## src/rtl/seg_scan_ctrl.sv

```systemverilog
// Four-digit seven-segment scan controller with tear-free frame commits.
// Optional leading-zero blanking when SEG_LZ_BLANK_EN is defined.
module seg_scan_ctrl #(
    parameter int REFRESH_DIV = 100000,
    parameter int GUARD       = 4
) (
    input  logic        clk,
    input  logic        rst,
    input  logic        en,
    input  logic        load,
    input  logic [15:0] din,
    output logic [3:0]  d1,
    output logic [3:0]  d2,
    output logic [3:0]  d3,
    output logic [3:0]  d4,
    output logic [1:0]  S,
    output logic [3:0]  an,
    output logic        upd_done,
    output logic        pending
);

    localparam int PW = $clog2(REFRESH_DIV);
    localparam logic [PW-1:0] LAST = PW'(REFRESH_DIV - 1);
    localparam logic [PW-1:0] GRD  = PW'(GUARD);

    logic [PW-1:0] phase;
    logic [PW-1:0] phase_n;
    logic [1:0]    s_n;
    logic [15:0]   shadow;
    logic          wrap;
    logic          commit;
    logic          blank;
    logic [3:0]    an_n;

`ifdef SEG_LZ_BLANK_EN
    logic [15:0] dv_n;
`endif

    always_comb begin
        wrap    = (phase == LAST);
        phase_n = wrap ? '0 : phase + 1'b1;
        s_n     = wrap ? S + 2'd1 : S;
        commit  = wrap && (S == 2'd3) && pending;
        blank   = 1'b0;
`ifdef SEG_LZ_BLANK_EN
        // Blanking looks at the values that will be shown next cycle.
        dv_n = commit ? shadow : {d4, d3, d2, d1};
        unique case (s_n)
            2'd3:    blank = (dv_n[15:12] == 4'h0);
            2'd2:    blank = (dv_n[15:8] == 8'h00);
            2'd1:    blank = (dv_n[15:4] == 12'h000);
            default: blank = 1'b0;
        endcase
`endif
        if (!en || (phase_n < GRD) || blank)
            an_n = 4'hF;
        else
            an_n = ~(4'b0001 << s_n);
    end

    always_ff @(posedge clk) begin
        if (rst) begin
            phase    <= '0;
            S        <= 2'd0;
            an       <= 4'hF;
            d1       <= 4'h0;
            d2       <= 4'h0;
            d3       <= 4'h0;
            d4       <= 4'h0;
            shadow   <= 16'h0;
            pending  <= 1'b0;
            upd_done <= 1'b0;
        end else begin
            phase    <= phase_n;
            S        <= s_n;
            an       <= an_n;
            upd_done <= commit;
            if (commit) begin
                {d4, d3, d2, d1} <= shadow;
                pending          <= 1'b0;
            end
            // A load on the boundary still wins pending for the next frame.
            if (load) begin
                shadow  <= din;
                pending <= 1'b1;
            end
        end
    end

endmodule

```

## config.mk

```make
export PLATFORM = sky130hd
export DESIGN_NAME = seg_scan_ctrl
export DESIGN_NICKNAME = d
export VERILOG_FILES = /design/src/rtl/seg_scan_ctrl.sv
export SDC_FILE = /design/constraint.sdc
export NUM_CORES = 1
export LEC_CHECK = 0
export CAP_MARGIN = 10
export CORE_ASPECT_RATIO = 1.75
export CORE_MARGIN = 2
export CORE_UTILIZATION = 35
export CTS_CLUSTER_DIAMETER = 200
export DETAILED_ROUTE_END_ITERATION = 8
export GPL_TIMING_DRIVEN = 0
export MAX_ROUTING_LAYER = met4
export PLACE_DENSITY = 0.67
export SYNTH_ARGS = -nofsm -noshare
export SYNTH_HDL_FRONTEND = slang
export SYNTH_SLANG_ARGS = --single-unit
```

## constraint.sdc

```tcl
create_clock -name clk -period 1.8 [get_ports clk]
set_clock_uncertainty 0.1 [all_clocks]
set_input_delay 0.45 -clock clk [delete_from_list [all_inputs] [get_ports clk]]
set_output_delay 0.45 -clock clk [all_outputs]
set_load 0.01 [all_outputs]
```

==> run metrics <==
critical path fanouts, max=5; Setup crit start=phase[0]; sequential area share after synthesis=47.4%; remaining antenna violation count=0; clock tree buffer depth=2; worst reg2reg setup slack=-0.17 ns; Tcrit/Tclk final=109%; Largest stage delay, worst path=0.36 ns; GPL Wtd Cong=0.821; DR vias=2140; crit-path cells=ha_4, and4_1, buf_6, nand2_8, nor3_4, and3_4, buf_16, nand2_4, a21oi_2; layout cell share with drive strength beyond 1=36.6%; Residual DRC=0; Crit-path slowest cell=dfxtp_4; violated checks=negative setup slack; num ports=44; cells after synthesis=268; minimum clock period=1.97 ns; synth top area cells=dfxtp_1 (47%), nand2_1 (7.3%), mux2i_1 (6.6%); Worst-Skew Late Latency=roughly 0.33 ns; synthesis-to-finish area growth=60.2%; syn_nets=290; Worst Setup Start Kind=flop; diode count=0; RR Startpoint=phase[0]; Die W=66.7 um; Post-synth EDFFs=0; root buffer cell=clkbuf_16; post-synth cell types=between 40 and 50; die area=7590 um2; Max Cap Viol=0; CTS tree=done; Fin. Hold Viols=0; Worst Max-Slew Pin Slew=slightly above 0.7 ns; crit path capture=d2[0]; mean area per synthesized cell=~9 um2; Most used DFF post-synth=dfxtp_1; final HPWL from detailed placement=4.04 mm; DRT Pass-1 Iters=4; Via-to-Cell Ratio=about 5; Num CTS Buffers=9; Post-synth top cells=dfxtp_1 (57), nand2_1 (47), nor2_1 (41); Die Y=114 um; worst slack, placed=-0.243 ns; Power, Total=0.00325 W; Post-Syn Area=about 2400 um2; Fillers=567; Core Rows=40; FF-to-FF End=d2[0]; CP Capture Type=flop; FFs w/ async S/R, synth=0%; Yosys Warn Count=0; VDD IR max=approximately 0.50 mV; vias in the first global route=about 2200; FMAX=between 0.5 and 0.6 GHz; Slew HR=52.3%; hold crit path type=flop to flop; initial antenna violation count=0; Seq cells post-synth=57; top-area cell type share of the netlist area=47.4%; most common cell in the netlist=dfxtp_1; Worst Path Arrival=2.12 ns; Final WS setup=-0.165 ns; GRT Util Overall=18.9%; WL per Instance=15.2 um; filler-free cell count of the finished design=428; total gr overflow=0; Final nets=361; core area=6760 um2; RSZ-0062 raised after global routing=true; Initial DRC Count=122; H-tree depth=3; Setup Crit Path Kind=flop to flop; DP Cell Count=393; first-pass GRT wire length=10.4 mm; Initial Util=35.7%; largest net degree at the start of global routing=11; I/O Buffers=41; Clock transition at path regs=0.05 ns; final slew viol count=0; Cell Pwr Density=841 nW/um2; setup violators final=27; final wirelength=6.50 mm; Multi-input gate area=1550 um2; critical path required time=approximately 2.0 ns; Synth area leader=dfxtp_1; r2r worst-path depth=9; outcome=complete, but fails checks; clk sinks=57; sequential cell area=approximately 1200 um2; Lkg Pwr=1.63 nW
## power breakdown
part           switching, W  total, W  internal (W)
Combinational     0.0000801  0.000175     0.0000947
Sequential        0.0000282   0.00132       0.00129
Clock              0.000570   0.00175       0.00118
Total              0.000679   0.00325       0.00257
## stage by stage
stage               hold slack [ns]  instance area, um2  util (%)  setup TNS (ns)
floorplan                     0.336                2480         -               0
global placement              0.339                3000      44.3           -4.72
detailed placement            0.345                3000      44.3           -5.87
CTS                           0.356                3730      55.2           -1.92
global route                  0.375                3860      57.1           -4.84
finish                        0.356                3860      57.1           -2.78
## sequential cells by signal, summed over array words and instances, names as in the netlist
signal and count:
S 2, an 4, d1 4, d2 4, d3 4, d4 4, pending 1, phase 17
shadow 16, upd_done 1
## area by class of cell
type,count,share of cell area (%)
buffer,12,2.37
tap,84,2.72
clock buffer,14,7.10
multi-input combinational,196,40.0
sequential,57,30.2
inverter,1,0.0972
clock inverter,2,0.907
timing repair buffer,62,16.6
## metal layers
| metal | wire length, um | part of all wire [%] | up-vias | track usage, % |
|---|---|---|---|---|
| met3 | 282 | 4.3 | 14 | 4.83 |
| met4 | 154 | 2.4 | 0 | 7.89 |
| met5 | 0 | 0 | - | - |
| met2 | 3830 | 59 | 50 | 35.8 |
| met1 | 2240 | 34 | 1025 | 17.1 |
| li1 | - | - | 1051 | - |
## placed cells by master (no fill, tap or decap), types with 3 or more instances in the layout
cell type and n:
xnor2_1 11, dlygate4sd2_1 3, mux2i_1 16, dfxtp_4 3
and3_1 5, clkbuf_8 3, nor2_1 39, buf_6 4
dfxtp_1 43, buf_8 4, nand3_1 3, nor3_1 5
xor2_1 7, clkdlybuf4s50_1 33, nand2_2 18, a21oi_1 3
nand2_1 19, nand2_4 10, dlymetal6s2s_1 5, clkbuf_16 9
dfxtp_2 11, nor3_4 3, buf_4 15, clkbuf_1 8
a21oi_2 15
## critical path: cells and delay by family, from the launching register on
family / cells / cell delay, ns
adders and majority gates: 1 / 0.14
and+or+nand+nor: 5 / 0.86
AOI/OAI and AO/OA: 1 / 0.13
buffers and inverters: 2 / 0.30
DFF: 1 / 0.36
## logic make-up (layout without fill, tap and decap cells)
| family | count (synthesis) | after routing | share of synthesized area [%] |
|---|---|---|---|
| simple gates | 134 | 134 | 28.0 |
| flops | 57 | 57 | 47.4 |
| compound gates | 24 | 24 | 6.44 |
| xor+xnor | 19 | 19 | 6.91 |
| mux | 17 | 17 | 7.11 |
| buf+inv | 15 | 91 | 3.11 |
| fa+ha+maj | 2 | 2 | 1.04 |
## worst min-delay path by stage
stage	start	endpoint	slack [ns]	depth (start not counted)
floorplan	shadow[0]	d1[0]	0.34	2
global placement	shadow[7]	d2[3]	0.34	2
detailed placement	d2[3]	d2[3]	0.34	2
CTS	shadow[3]	d1[3]	0.36	2
global route	shadow[11]	d3[3]	0.37	2
finish	shadow[14]	d4[2]	0.36	2
## what timing repair did
action / CTS / global route
pin swaps: 39 / 15
gates cloned: 2 / 0
buffers inserted: 17 / 2
endpoints found under the setup margin: 37 / 40
resized for setup: 71 / 36
hold buffers: 0 / 0
Power figures use the tool's default switching activity.
